===== config.mk =====
export PLATFORM = sky130hd
export DESIGN_NAME = frame_queue_reader_flat
export DESIGN_NICKNAME = d
export VERILOG_FILES = /design/src/rtl/frame_queue_reader_pkg.sv /design/src/rtl/frame_queue_reader_if.sv /design/src/rtl/pixel_skid_buffer.sv /design/src/rtl/frame_queue_reader.sv /design/src/flat_wrapper.sv
export SDC_FILE = /design/constraint.sdc
export NUM_CORES = 1
export LEC_CHECK = 0
export BUFFER_PORTS_ARGS = -buffer_cell sky130_fd_sc_hd__buf_2
export CORE_UTILIZATION = 50
export CTS_CLUSTER_SIZE = 8
export DETAILED_ROUTE_END_ITERATION = 10
export GPL_ROUTABILITY_DRIVEN = 0
export GPL_TIMING_DRIVEN = 0
export PLACE_DENSITY = 0.74
export SLEW_MARGIN = 0
export SYNTH_ARGS = -nofsm -noshare
export SYNTH_HDL_FRONTEND = slang
export SYNTH_SLANG_ARGS = --single-unit

===== constraint.sdc =====
create_clock -name clk -period 7.5 [get_ports clk]
set_clock_uncertainty 0.1 [all_clocks]
set_input_delay 0.375 -clock clk [delete_from_list [all_inputs] [get_ports clk]]
set_output_delay 0.375 -clock clk [all_outputs]
set_load 0.01 [all_outputs]

===== src/rtl/frame_queue_reader_pkg.sv =====
// Shared frame-queue definitions: marker words, FSM states, word classes and the
// beat payload used by the reader, its skid buffer and any pattern generator.
package frame_queue_reader_pkg;

  localparam logic [16:0] MK_FRAME_START = 17'h10000;
  localparam logic [16:0] MK_ROW_START   = 17'h10001;
  localparam logic [16:0] MK_FRAME_END   = 17'h1FFFF;

  typedef enum logic [1:0] {
    ST_IDLE,
    ST_WAIT_ROW,
    ST_IN_ROW
  } state_e;

  typedef enum logic [2:0] {
    W_PIXEL,
    W_FRAME_START,
    W_ROW_START,
    W_FRAME_END,
    W_UNKNOWN
  } word_e;

  typedef struct packed {
    logic [15:0] data;
    logic        sof;
    logic        sol;
  } beat_t;

  function automatic word_e classify(input logic [16:0] w);
    if (!w[16])                   return W_PIXEL;
    else if (w == MK_FRAME_START) return W_FRAME_START;
    else if (w == MK_ROW_START)   return W_ROW_START;
    else if (w == MK_FRAME_END)   return W_FRAME_END;
    else                          return W_UNKNOWN;
  endfunction

endpackage


===== src/rtl/frame_queue_reader_if.sv =====
// Source FIFO read port plus the outgoing pixel stream. master = reader side,
// slave = the environment (FIFO owner and pixel sink).
interface frame_queue_reader_if;
  logic        queue_empty;
  logic [16:0] queue_data;
  logic        queue_rd_en;
  logic [15:0] pixel_data;
  logic        pixel_valid;
  logic        pixel_ready;
  logic        pixel_sof;
  logic        pixel_sol;

  modport master (
    input  queue_empty, queue_data, pixel_ready,
    output queue_rd_en, pixel_data, pixel_valid, pixel_sof, pixel_sol
  );

  modport slave (
    output queue_empty, queue_data, pixel_ready,
    input  queue_rd_en, pixel_data, pixel_valid, pixel_sof, pixel_sol
  );
endinterface


===== src/rtl/pixel_skid_buffer.sv =====
// Two-entry in-order beat buffer; slot0 is always the presented head, so the
// head stays stable until it is popped.
module pixel_skid_buffer
  import frame_queue_reader_pkg::*;
(
  input  logic       clk,
  input  logic       reset_n,
  input  logic       push_valid,
  input  beat_t      push_beat,
  input  logic       pop_ready,
  output logic       out_valid,
  output beat_t      out_beat,
  output logic [1:0] count
);

  beat_t      slot0_q, slot0_d, slot1_q, slot1_d;
  logic [1:0] count_q, count_d, count_after_pop;
  logic       pop;

  always_comb begin
    // NOTE: every _d gets its hold value first so no path can infer a latch.
    slot0_d         = slot0_q;
    slot1_d         = slot1_q;
    pop             = (count_q != 2'd0) && pop_ready;
    count_after_pop = count_q - {1'b0, pop};
    if (pop) slot0_d = slot1_q;
    if (push_valid) begin
      if (count_after_pop == 2'd0) slot0_d = push_beat;
      else                         slot1_d = push_beat;
    end
    count_d = count_after_pop + {1'b0, push_valid};
  end

  always_ff @(posedge clk or negedge reset_n) begin
    if (!reset_n) begin
      // NOTE: the storage slots are reset too, because pixel_data must read zero in reset.
      slot0_q <= '0;
      slot1_q <= '0;
      count_q <= 2'd0;
    end else begin
      // NOTE: non-blocking so each flop samples the pre-edge values of its peers.
      slot0_q <= slot0_d;
      slot1_q <= slot1_d;
      count_q <= count_d;
    end
  end

  assign out_valid = (count_q != 2'd0);
  assign out_beat  = slot0_q;
  assign count     = count_q;

endmodule


===== src/rtl/frame_queue_reader.sv =====
// Decodes a marker-delimited pixel stream from a FIFO into sof/sol-tagged beats.
// Define FRAME_GEOMETRY_CHECK_EN to flag rows/frames whose size differs from the parameters.
module frame_queue_reader
  import frame_queue_reader_pkg::*;
#(
  parameter int FRAME_WIDTH  = 480,
  parameter int FRAME_HEIGHT = 272
) (
  input  logic                        clk,
  input  logic                        reset_n,
  frame_queue_reader_if.master        fq,
  output logic                        frame_done,
  output logic                        err_pulse,
  output logic [15:0]                 err_count
);

`ifdef FRAME_GEOMETRY_CHECK_EN
  localparam bit GEOM_EN = 1'b1;
`else
  localparam bit GEOM_EN = 1'b0;
`endif

  state_e      state_q, state_d;
  logic        inflight_q, inflight_d;
  logic        sof_arm_q, sof_arm_d, sol_arm_q, sol_arm_d;
  logic [10:0] col_q, col_d, row_q, row_d;
  logic        frame_done_q, frame_done_d, err_pulse_q, err_pulse_d;
  logic [15:0] err_count_q, err_count_d;

  word_e       word_cls;
  logic        push_valid, beat_xfer, err_now, done_now;
  logic        row_len_bad, rows_bad_closing, rows_bad_idle;
  beat_t       push_beat, out_beat;
  logic [1:0]  buf_count, occ_after_pop;

  pixel_skid_buffer u_skid (
    .clk        (clk),
    .reset_n    (reset_n),
    .push_valid (push_valid),
    .push_beat  (push_beat),
    .pop_ready  (fq.pixel_ready),
    .out_valid  (fq.pixel_valid),
    .out_beat   (out_beat),
    .count      (buf_count)
  );

  assign fq.pixel_data = out_beat.data;
  assign fq.pixel_sof  = out_beat.sof;
  assign fq.pixel_sol  = out_beat.sol;

  // Occupancy is counted after this cycle's transfer so a full-rate stream never stalls.
  assign beat_xfer      = fq.pixel_valid && fq.pixel_ready;
  assign occ_after_pop  = buf_count - {1'b0, beat_xfer};
  assign fq.queue_rd_en = reset_n && !fq.queue_empty &&
                          (({1'b0, occ_after_pop} + {2'b0, inflight_q}) < 3'd2);

  assign word_cls         = classify(fq.queue_data);
  assign row_len_bad      = GEOM_EN && (int'(col_q) != FRAME_WIDTH);
  assign rows_bad_closing = GEOM_EN && ((int'(row_q) + 1) != FRAME_HEIGHT);
  assign rows_bad_idle    = GEOM_EN && (int'(row_q) != FRAME_HEIGHT);

  always_ff @(posedge clk or negedge reset_n) begin
    if (!reset_n) begin
      state_q      <= ST_IDLE;
      inflight_q   <= 1'b0;
      sof_arm_q    <= 1'b0;
      sol_arm_q    <= 1'b0;
      col_q        <= '0;
      row_q        <= '0;
      frame_done_q <= 1'b0;
      err_pulse_q  <= 1'b0;
      err_count_q  <= '0;
    end else begin
      state_q      <= state_d;
      inflight_q   <= inflight_d;
      sof_arm_q    <= sof_arm_d;
      sol_arm_q    <= sol_arm_d;
      col_q        <= col_d;
      row_q        <= row_d;
      frame_done_q <= frame_done_d;
      err_pulse_q  <= err_pulse_d;
      err_count_q  <= err_count_d;
    end
  end

  // Next-state: FSM transitions and the geometry counters.
  always_comb begin
    state_d    = state_q;
    inflight_d = fq.queue_rd_en;
    sof_arm_d  = sof_arm_q;
    sol_arm_d  = sol_arm_q;
    col_d      = col_q;
    row_d      = row_q;
    if (inflight_q && word_cls != W_UNKNOWN) begin
      if (word_cls == W_FRAME_START) begin
        state_d   = ST_WAIT_ROW;
        col_d     = '0;
        row_d     = '0;
        sof_arm_d = 1'b1;
        sol_arm_d = 1'b0;
      end else begin
        case (state_q)
          ST_WAIT_ROW: begin
            if (word_cls == W_ROW_START) begin
              state_d   = ST_IN_ROW;
              col_d     = '0;
              sol_arm_d = 1'b1;
            end else if (word_cls == W_FRAME_END) begin
              state_d = ST_IDLE;
            end
          end
          ST_IN_ROW: begin
            if (word_cls == W_PIXEL) begin
              if (col_q != 11'h7FF) col_d = col_q + 11'd1;
              sof_arm_d = 1'b0;
              sol_arm_d = 1'b0;
            end else begin
              if (row_q != 11'h7FF) row_d = row_q + 11'd1;
              col_d = '0;
              if (word_cls == W_ROW_START) sol_arm_d = 1'b1;
              else                         state_d   = ST_IDLE;
            end
          end
          default: ;
        endcase
      end
    end
  end

  // Outputs: beat push, frame_done and error detection for the decoded word.
  always_comb begin
    push_valid = 1'b0;
    push_beat  = beat_t'{data: fq.queue_data[15:0], sof: sof_arm_q, sol: sol_arm_q};
    err_now    = 1'b0;
    done_now   = 1'b0;
    if (inflight_q) begin
      if (word_cls == W_UNKNOWN) begin
        err_now = 1'b1;
      end else begin
        case (state_q)
          ST_IDLE: err_now = (word_cls != W_FRAME_START);
          ST_WAIT_ROW: begin
            err_now  = (word_cls == W_PIXEL) || (word_cls == W_FRAME_START) ||
                       ((word_cls == W_FRAME_END) && rows_bad_idle);
            done_now = (word_cls == W_FRAME_END);
          end
          ST_IN_ROW: begin
            push_valid = (word_cls == W_PIXEL);
            done_now   = (word_cls == W_FRAME_END);
            err_now    = (word_cls == W_FRAME_START) ||
                         ((word_cls == W_ROW_START) && row_len_bad) ||
                         ((word_cls == W_FRAME_END) && (row_len_bad || rows_bad_closing));
          end
          default: ;
        endcase
      end
    end
    frame_done_d = done_now;
    err_pulse_d  = err_now;
    err_count_d  = (err_now && err_count_q != 16'hFFFF) ? err_count_q + 16'd1 : err_count_q;
  end

  assign frame_done = frame_done_q;
  assign err_pulse  = err_pulse_q;
  assign err_count  = err_count_q;

endmodule


===== src/flat_wrapper.sv =====
// flat-port wrapper written by rule: the top's interface ports become plain ports
module frame_queue_reader_flat import frame_queue_reader_pkg::*;
#(
  parameter int FRAME_WIDTH  = 480,
  parameter int FRAME_HEIGHT = 272
)
  (clk, reset_n, frame_done, err_pulse, err_count, fq_queue_empty, fq_queue_data, fq_pixel_ready, fq_queue_rd_en, fq_pixel_data, fq_pixel_valid, fq_pixel_sof, fq_pixel_sol);
  frame_queue_reader_if fq_i ();
  input  logic clk;
  input  logic reset_n;
  output logic frame_done;
  output logic err_pulse;
  output logic [15:0] err_count;
  input wire logic [$bits(fq_i.queue_empty)-1:0] fq_queue_empty;
  input wire logic [$bits(fq_i.queue_data)-1:0] fq_queue_data;
  input wire logic [$bits(fq_i.pixel_ready)-1:0] fq_pixel_ready;
  output wire logic [$bits(fq_i.queue_rd_en)-1:0] fq_queue_rd_en;
  output wire logic [$bits(fq_i.pixel_data)-1:0] fq_pixel_data;
  output wire logic [$bits(fq_i.pixel_valid)-1:0] fq_pixel_valid;
  output wire logic [$bits(fq_i.pixel_sof)-1:0] fq_pixel_sof;
  output wire logic [$bits(fq_i.pixel_sol)-1:0] fq_pixel_sol;
  assign fq_i.queue_empty = fq_queue_empty;
  assign fq_i.queue_data = fq_queue_data;
  assign fq_i.pixel_ready = fq_pixel_ready;
  assign fq_queue_rd_en = fq_i.queue_rd_en;
  assign fq_pixel_data = fq_i.pixel_data;
  assign fq_pixel_valid = fq_i.pixel_valid;
  assign fq_pixel_sof = fq_i.pixel_sof;
  assign fq_pixel_sol = fq_i.pixel_sol;
  frame_queue_reader #(.FRAME_WIDTH(FRAME_WIDTH), .FRAME_HEIGHT(FRAME_HEIGHT)) u_core (.clk(clk), .reset_n(reset_n), .fq(fq_i), .frame_done(frame_done), .err_pulse(err_pulse), .err_count(err_count));
endmodule

==> results of run 1 <==
==> through the flow <==
stage               cells  cell area [sq um]  power [mW]  setup slack [ps]  hold WS [ps]
finish                409               3490       0.854              4000          16.9
global route          409               3490       0.896              3720          81.3
global placement      393               3290       0.573              3990           374
detailed placement    393               3290       0.577              3980           377
CTS                   409               3480       0.861              3910           187
floorplan             264               2920       0.508              4430         -20.6
==> cell type report <==
cell class / instances / area, sq um
inverters: 11 / 41.3
clock buffers: 11 / 141
flip-flops and latches: 61 / 1530
clock inverters: 5 / 50.0
multi-input cells: 182 / 1300
repair buffers: 57 / 288
fillers: 470 / 2090
plain buffers: 10 / 46.3
well taps: 72 / 90.1
==> synthesized netlist by cell type (all sizes together) <==
cell,number
dfrtp,61
nor2,27
a21oi,22
mux2,21
mux2i,19
nand2,13
inv,11
xor2,11
nand3,10
nor3,10
nand4,8
ha,7
buf,5
clkbuf,5
nor4,5
xnor2,5
a21o,2
a31oi,2
and3,2
nor2b,2
nor3b,2
o21ai,2
o21bai,2
or2,2
or4b,2
a22o,1
and2,1
and4,1
nand3b,1
nor4b,1
o211ai,1
==> per-layer routing <==
layer  wire [um]  part of all wire, %  vias up
met2        2900                   48       82
met1        2820                   46     1094
met3         277                  4.6       10
met5           0                    0        -
met4          87                  1.4        0
li1            -                    -     1056
==> worst min path at each step <==
stage	end	slack, ps	cells past startpoint	start
floorplan	u_core.err_count[0]	-20	0	reset_n
CTS	u_core.inflight_q	190	3	fq_queue_empty
finish	u_core.u_skid.out_beat[4]	20	1	reset_n
detailed placement	u_core.err_count[8]	380	1	u_core.err_count[8]
global placement	u_core.err_count[8]	370	1	u_core.err_count[8]
global route	u_core.u_skid.out_beat[2]	80	1	reset_n
==> state kept, by name, indices dropped and copies added (netlist names) <==
| signal | cells |
|---|---|
| u_core.frame_done | 1 |
| u_core.u_skid.slot1_q | 18 |
| u_core.sol_arm_q | 1 |
| u_core.u_skid.out_beat | 18 |
| u_core.err_pulse | 1 |
| u_core.state_q | 2 |
| u_core.err_count | 16 |
| u_core.inflight_q | 1 |
| u_core.u_skid.count | 2 |
| u_core.sof_arm_q | 1 |
==> where the power goes <==
group	switching, mW	total, mW	internal [mW]
Sequential	0.0359	0.398	0.362
Combinational	0.0978	0.174	0.0759
Clock	0.123	0.283	0.160
Total	0.256	0.854	0.598
==> cells by family (layout without fill, tap and decap cells) <==
logic type,after synthesis,in the layout,share of synthesized area (%)
buf+inv,21,94,3.00
compound gates,32,32,6.48
mux,40,40,14.6
fa+ha+maj,7,7,3.00
simple gates,87,87,15.8
xor+xnor,16,16,4.80
flops,61,61,52.3
==> worst max-delay path, stage by stage (launching register included) <==
cell and delay, ps:
dfrtp_1 390, or2_2 290, clkbuf_1 100, nand2_1 390, buf_2 430, inv_1 80
ha_1 200, xnor2_1 200, a21oi_2 480, buf_2 360, mux2_2 370
==> impl_metrics.py, run 1 <==
metrics = {
    "outcome": {
        "status": "complete, no violations",
    },
    "clock_tree": {
        "cts_max_path_buffers": 2,
        "clk_pin_slew_ps": 70,
        "post_cts_buffers": 0,
        "cts_tree": "done",
        "htree_levels": 3,
        "numCtsBuffers": 9,
        "hold_buffers": 0,
        "cts_resized": 0,
        "cts.sinks": 61,
        "root_buffer": "clkbuf_8",
        "worstSkewPairLatency_ps": 330,
    },
    "drt": {
        "wl_um": 6090,
        "routedWlPerCell_um": 14.9,
        "drc_errors": 0,
        "via_per_inst": 5.48,
        "drt_iter0_drc": 175,
        "detail-route-antenna-nets": 0,
        "first_pass_iters": 6,
        "vias": 2242,
    },
    "global_route": {
        "grt_util_met2_pct": 34.1,
        "track_usage_pct": 21.0,
        "grt_pass1_vias": 2138,
        "antenna_found_initial": 0,
        "grtUsageMet3_pct": 3.37,
        "grt_pass1_wl_um": 9970,
        "grt_max_degree": 63,
        "grt_overflow": 0,
        "busiest_layer": "met2",
        "use_met1_pct": 27.9,
    },
    "finish": {
        "finalNetCount": 360,
        "antenna_cells": 0,
        "layout_common_cells": "dfrtp_1 (61), buf_2 (60), nor2_1 (27)",
        "layout-drive-gt1-share_pct": 31.5,
        "postLayoutCoreUtil_pct": 62.6,
        "area_growth_pct": 19.5,
        "final_common_cell": "dfrtp_1",
    },
    "power_and_ir_drop": {
        "p_leak_nw": 1.84,
        "ir_drop_mv": 0.163,
        "p_per_area_mw_per_mm2": 245,
    },
    "timing": {
        "hold_viol": 0,
        "maxSlewViolCount": 0,
        "worstMarginPinSlew_ps": 780,
        "finalCriticalPeriod_ps": 3500,
        "slew_headroom_pct": 48.0,
        "min_period_over_period_pct": 46.7,
        "rsz0062_at_grt": "no",
        "fmax_ghz": 0.286,
        "setup_viol": 0,
        "fin_setup_tns_ps": 0,
    },
    "logic_synthesis": {
        "synth_area_sq_mm": 0.00292,
        "netlist.area_leader.share_pct": 52.3,
        "synthTopCellsByArea": "dfrtp_1 (52%), mux2_2 (8.1%), mux2i_1 (6.5%)",
        "synth_nets": 292,
        "synth_warnings": 0,
        "ys_seq_elements": 61,
        "synth_area_leader_cell": "dfrtp_1",
        "syn_inst": 264,
        "avgSynthCellArea_sq_um": 11.1,
        "yosysSeqAreaShare_pct": 52.3,
        "netlist-cell-type-count": 35,
    },
    "worst_setup_path": {
        "r2r_start": "u_core.u_skid.count[1]",
        "worst-path-max-fanout": 10,
        "crit_path_start_kind": "register",
        "arrival_ps": 3610,
        "r2r_cells": 10,
        "required_ps": 7610,
        "endpoint": "u_core.u_skid.slot1_q[13]",
        "end_kind": "register",
        "cp-startpoint": "u_core.u_skid.count[1]",
        "critPathKind": "register to register",
        "rrSetupSlack_ps": 4000,
        "r2r_end": "u_core.u_skid.slot1_q[13]",
    },
    "floorplanning": {
        "fp.dieW_um": 78.4,
        "io_pins": 59,
        "start_util_pct": 52.3,
        "core_area_sq_mm": 0.00557,
        "num_rows": 27,
        "die-area_sq_mm": 0.00614,
        "dieHeight_um": 78.4,
    },
    "worst_hold_path": {
        "hp-class": "input port to asynchronous set/reset pin",
    },
    "placement": {
        "port_buffers": 57,
        "hpwl_um": 4180,
    },
    "job": {
        "drv_cap": 0,
    },
}
(Power assumes the default switching activity.)
==> run 2, diff against run 1 <==
ABC_AREA = 1   (was unset)
PLACE_DENSITY = 0.76   (was 0.74)
clock period = 2.86 ns   (was 7.5 ns; I/O delays follow)
==> impl_metrics.py, run 2 <==
metrics = {
    "finish": {
        "finalNetCount": 490,
        "antenna_cells": 0,
        "layout_common_cells": "nand2_1 (113), dfrtp_1 (61), buf_2 (60)",
        "layout-drive-gt1-share_pct": 22.5,
        "fill_cells": 535,
        "final_common_cell": "nand2_1",
        "area_growth_pct": 21.6,
        "final_cells": 542,
    },
    "worst_setup_path": {
        "crit_path_start_kind": "register",
        "max_stage_delay_ps": 410,
        "worst-path-max-fanout": 19,
        "required_ps": 2990,
        "crit_slowest_cell": "dfrtp_1",
        "crit_chain": "inv_1 -> nand2_1 -> nand2_2 -> clkinv_4 -> ha_1 -> xor2_2 -> o21ai_2 -> buf_2 -> mux2_2",
        "end_kind": "register",
        "arrival_ps": 2700,
        "critPathKind": "register to register",
    },
    "global_route": {
        "busiest_layer": "met2",
        "antenna_found_initial": 0,
        "track_usage_pct": 24.2,
        "grtUsageMet3_pct": 4.40,
        "grt_max_degree": 63,
        "use_met1_pct": 33.4,
        "grt_pass1_wl_um": 12200,
        "grt_overflow": 0,
        "grt_util_met2_pct": 37.3,
        "grt_pass1_vias": 2652,
    },
    "power_and_ir_drop": {
        "ir_drop_mv": 0.341,
        "swShare_pct": 33.1,
        "p_per_area_mw_per_mm2": 637,
        "internal-power_mw": 1.67,
        "p_seq_share_pct": 44.0,
        "pwr-share-comb_pct": 25.7,
        "p_sw_mw": 0.825,
        "p_leak_nw": 2.00,
        "power.clock.fraction_pct": 30.3,
    },
    "timing": {
        "setup_viol": 0,
        "worstMarginPinSlew_ps": 757,
        "fmax_ghz": 0.388,
        "fin_setup_tns_ps": 0,
        "finalCriticalPeriod_ps": 2580,
        "maxSlewViolCount": 0,
        "rsz0062_at_grt": "no",
        "hold_slack_ps": 9.56,
        "hold_viol": 0,
        "slew_headroom_pct": 49.5,
        "min_period_over_period_pct": 90.1,
    },
    "floorplanning": {
        "start_util_pct": 53.1,
        "num_rows": 28,
        "dieHeight_um": 82.2,
        "die-area_sq_mm": 0.00676,
        "core_area_sq_mm": 0.00606,
        "io_pins": 59,
        "fp.dieW_um": 82.2,
    },
    "logic_synthesis": {
        "synth_warnings": 0,
        "synth_edf_count": 0,
        "syn_inst": 384,
        "synth_area_leader_cell": "dfrtp_1",
        "avgSynthCellArea_sq_um": 8.38,
        "netlist.area_leader.share_pct": 47.4,
        "async_flop_share_pct": 100,
        "synth_area_sq_mm": 0.00322,
        "yosysSeqAreaShare_pct": 47.4,
        "synth_flop_cell": "dfrtp_1",
        "synth_nets": 412,
        "yosys.cell_count.top_type": "nand2_1",
        "ys_seq_elements": 61,
        "ys_top_cells_by_count": "nand2_1 (114), dfrtp_1 (61), nor2_1 (44)",
        "synthTopCellsByArea": "dfrtp_1 (47%), nand2_1 (13%), nor2_1 (5.1%)",
        "netlist-cell-type-count": 33,
    },
    "drt": {
        "drc_errors": 0,
        "via_per_inst": 5.40,
        "vias": 2926,
        "wl_um": 7400,
        "first_pass_iters": 5,
        "detail-route-antenna-nets": 0,
        "drt_iter0_drc": 192,
        "routedWlPerCell_um": 13.6,
    },
    "placement": {
        "hpwl_um": 5300,
        "port_buffers": 58,
        "dp.cells": 517,
    },
    "clock_tree": {
        "cts_max_path_buffers": 2,
        "cts.sinks": 61,
        "root_buffer": "clkbuf_8",
        "worstSkewPairLatency_ps": 340,
        "numCtsBuffers": 9,
        "clk_pin_slew_ps": 70,
        "cts_tree": "done",
        "htree_levels": 3,
        "post_cts_buffers": 0,
    },
    "worst_hold_path": {
        "hp-class": "input port to register",
    },
    "outcome": {
        "status": "complete, no violations",
    },
    "job": {
        "drv_cap": 0,
    },
}
==> run 2: cell count changes after synthesis, sizes merged, moves of 3 or more <==
cell / before / now
mux2: 21 / 13
a21oi: 22 / 2
inv: 11 / 30
a31oi: 2 / 18
nand2: 13 / 116
o21ai: 2 / 8
nor4: 5 / 2
nand3: 10 / 19
nand4: 8 / 24
nor2: 27 / 47
mux2i: 19 / 0
nor3: 10 / 6
==> run 2: repair_timing <==
| item | 4_1_cts | 5_1_grt |
|---|---|---|
| hold endpoints to repair | 12 | 61 |
| resized for setup | 4 | 2 |
| endpoints found under the setup margin | 37 | 28 |
| hold buffers | 9 | 1 |
==> run 2: worst paths after layout <==
kind	slack (ps)	from	cells past startpoint	to
setup / recovery	280	u_core.u_skid.count[1]	9	u_core.u_skid.slot1_q[13]
hold / removal	10	fq_queue_data[13]	3	u_core.u_skid.out_beat[15]
setup reg to reg	280	u_core.u_skid.count[1]	9	u_core.u_skid.slot1_q[13]
hold reg to reg	380	u_core.u_skid.slot1_q[1]	2	u_core.u_skid.slot1_q[1]
max in group asynchronous	1850	reset_n	2	u_core.state_q[1]
min in group asynchronous	310	reset_n	2	u_core.u_skid.out_beat[5]
==> run 2: cell families after synthesis <==
family,count (synthesis),synth area share [%]
AO/OA/AOI/OAI,28,5.17
XOR/XNOR,16,4.35
adder cells (fa/ha/maj),7,2.72
buffers and inverters,43,5.60
flip-flops,61,47.4
multiplexers,13,4.55
AND/OR/NAND/NOR,216,30.2
==> run 2: critical path, delay by kind of cell (launching register included) <==
family	cells	cell delay (ps)
compound gates	1	250
xor+xnor	1	190
fa+ha+maj	1	260
buf+inv	3	580
flops	1	410
mux	1	370
simple gates	2	300
==> run 2: layout make-up <==
type	instances	area [sq um]	share of cell area, %
clock buffers	11	141	3.61
well taps	75	93.8	2.40
inverters	31	121	3.10
clock inverters	5	50.0	1.28
flip-flops and latches	61	1530	39.0
plain buffers	11	61.3	1.57
repair buffers	68	393	10.0
multi-input cells	280	1530	39.0
==> run 2: per-layer routing <==
metal / vias to the layer above / part of all wire (%) / wire length (um)
met4: 0 / 1.9 / 138
met3: 15 / 4.6 / 340
met2: 84 / 46 / 3430
li1: 1422 / - / -
met1: 1405 / 47 / 3490
met5: - / 0 / 0
==> run 2: per-stage QoR <==
step | cell area (sq um) | worst slack [ps] | total power [mW] | utilization (%)
floorplan | 3220 | 258 | 1.47 | -
global placement | 3600 | -316 | 1.70 | 59.5
detailed placement | 3600 | -436 | 1.73 | 59.5
CTS | 3890 | 42.2 | 2.50 | 64.2
global route | 3920 | 69.2 | 2.64 | 64.6
finish | 3920 | 283 | 2.50 | 64.6
==> run 2: power groups by stage <==
stage	Clock [mW]	Combinational (mW)	Sequential, mW
floorplan	0	0.319	1.15
global placement	0	0.600	1.10
detailed placement	0	0.622	1.11
CTS	0.764	0.639	1.09
global route	0.806	0.716	1.11
finish	0.756	0.642	1.10
==> run 3, diff against run 2 <==
PLACE_DENSITY = 0.73   (was 0.76)
clock period = 2.4 ns   (was 2.86 ns; I/O delays follow)
==> impl_metrics.py, run 3 (synthesis results as in run 2) <==
metrics = {
    "global_route": {
        "grtUsageMet3_pct": 5.27,
        "grt_overflow": 0,
        "antenna_found_initial": 0,
        "grt_pass1_wl_um": 12400,
        "grt_pass1_vias": 2649,
        "grt_max_degree": 63,
        "track_usage_pct": 24.4,
        "busiest_layer": "met2",
        "use_met1_pct": 34.4,
        "grt_util_met2_pct": 36.6,
    },
    "finish": {
        "layout-drive-gt1-share_pct": 23.4,
        "fin_area_sq_mm": 0.00404,
        "antenna_cells": 0,
        "final_common_cell": "nand2_1",
        "layout_common_cells": "nand2_1 (112), dfrtp_1 (60), buf_2 (58)",
        "area_growth_pct": 25.5,
        "finalNetCount": 498,
    },
    "worst_setup_path": {
        "worst-path-max-fanout": 19,
        "required_ps": 2180,
        "end_kind": "primary output",
        "crit_path_start_kind": "register",
        "arrival_ps": 2100,
        "critPathKind": "register to primary output",
    },
    "clock_tree": {
        "worstSkewPairLatency_ps": 330,
        "clk_pin_slew_ps": 70,
        "cts.sinks": 61,
        "cts_tree": "done",
        "numCtsBuffers": 9,
        "cts_max_path_buffers": 2,
        "htree_levels": 3,
        "root_buffer": "clkbuf_8",
    },
    "floorplanning": {
        "core_area_sq_mm": 0.00606,
        "die-area_sq_mm": 0.00676,
        "dieHeight_um": 82.2,
        "fp.dieW_um": 82.2,
        "io_pins": 59,
        "start_util_pct": 53.1,
        "num_rows": 28,
    },
    "timing": {
        "hold_viol": 0,
        "min_period_over_period_pct": 96.6,
        "finalCriticalPeriod_ps": 2320,
        "worstMarginPinSlew_ps": 775,
        "fmax_ghz": 0.431,
        "maxSlewViolCount": 0,
        "setup_viol": 0,
        "slew_headroom_pct": 48.3,
    },
    "drt": {
        "routedWlPerCell_um": 14.1,
        "drt_iter0_drc": 179,
        "via_per_inst": 5.26,
        "wl_um": 7770,
        "drc_errors": 0,
        "vias": 2892,
        "detail-route-antenna-nets": 0,
        "first_pass_iters": 4,
    },
    "placement": {
        "hpwl_um": 5180,
        "port_buffers": 58,
        "place_area_sq_mm": 0.00361,
    },
    "worst_hold_path": {
        "hp-class": "input port to register",
    },
    "job": {
        "drv_cap": 0,
    },
    "power_and_ir_drop": {
        "p_per_area_mw_per_mm2": 743,
        "power_mw": 3.00,
        "p_leak_nw": 2.05,
        "ir_drop_mv": 0.512,
    },
    "outcome": {
        "status": "complete, no violations",
    },
}
run 3: layout make-up:
class	count	area, sq um
inverter	31	129
sequential	61	1530
buffer	11	70.1
timing repair buffer	76	468
clock inverter	5	25.0
tap	75	93.8
clock buffer	11	151
multi-input combinational	280	1580
fill	504	2020
run 3: what timing repair did:
item / CTS / global route
buffers inserted: 1 / 1
pin swaps: 2 / 0
hold buffers: 15 / 1
endpoints found under the setup margin: 37 / 13
endpoints found under the hold margin: 25 / 61
resized for setup: 8 / 7
run 3: where the power goes:
part / switching [mW] / internal (mW) / leakage, nW / total, mW
Combinational: 0.507 / 0.349 / 1.16 / 0.855
Clock: 0.398 / 0.422 / 0.0986 / 0.819
Sequential: 0.131 / 1.20 / 0.794 / 1.33
Total: 1.04 / 1.97 / 2.05 / 3.00
run 3: worst max-delay path, cell delays in order, from the launching register on:
cell and delay (ps):
dfrtp_2 450, inv_1 70, nand2_1 110, nand2_4 130
clkinv_8 100, ha_2 220, xor2_4 180, nor4b_4 320
buf_2 180
run 3: metrics by stage:
step	hold slack (ps)	worst slack, ps	util, %	setup TNS, ps	instances
after CTS	4.10	42.2	65.7	0	548
after global placement	230	-554	59.6	-13870	517
after floorplan	-276	13.4	-	0	384
after global routing	41.2	-8.19	66.7	-12.6	550
after detailed placement	233	-606	59.6	-15100	517
final	16.9	81.2	66.7	0	550
run 3: worst paths after layout:
check,depth (start not counted),from,end,slack [ps]
min,3,fq_queue_data[2],u_core.u_skid.out_beat[4],20
max,8,u_core.u_skid.count[1],fq_queue_rd_en,80
max in group asynchronous,2,reset_n,u_core.u_skid.count[1],1350
min reg2reg,2,u_core.u_skid.slot1_q[0],u_core.u_skid.slot1_q[0],390
min in group asynchronous,2,reset_n,u_core.u_skid.out_beat[5],310
max reg2reg,9,u_core.u_skid.count[1],u_core.u_skid.slot1_q[8],110
run 3: routing by layer:
metal,vias to the layer above,wire length [um]
met5,-,0
met4,0,136
met3,18,444
met2,87,3530
met1,1346,3660
li1,1441,-
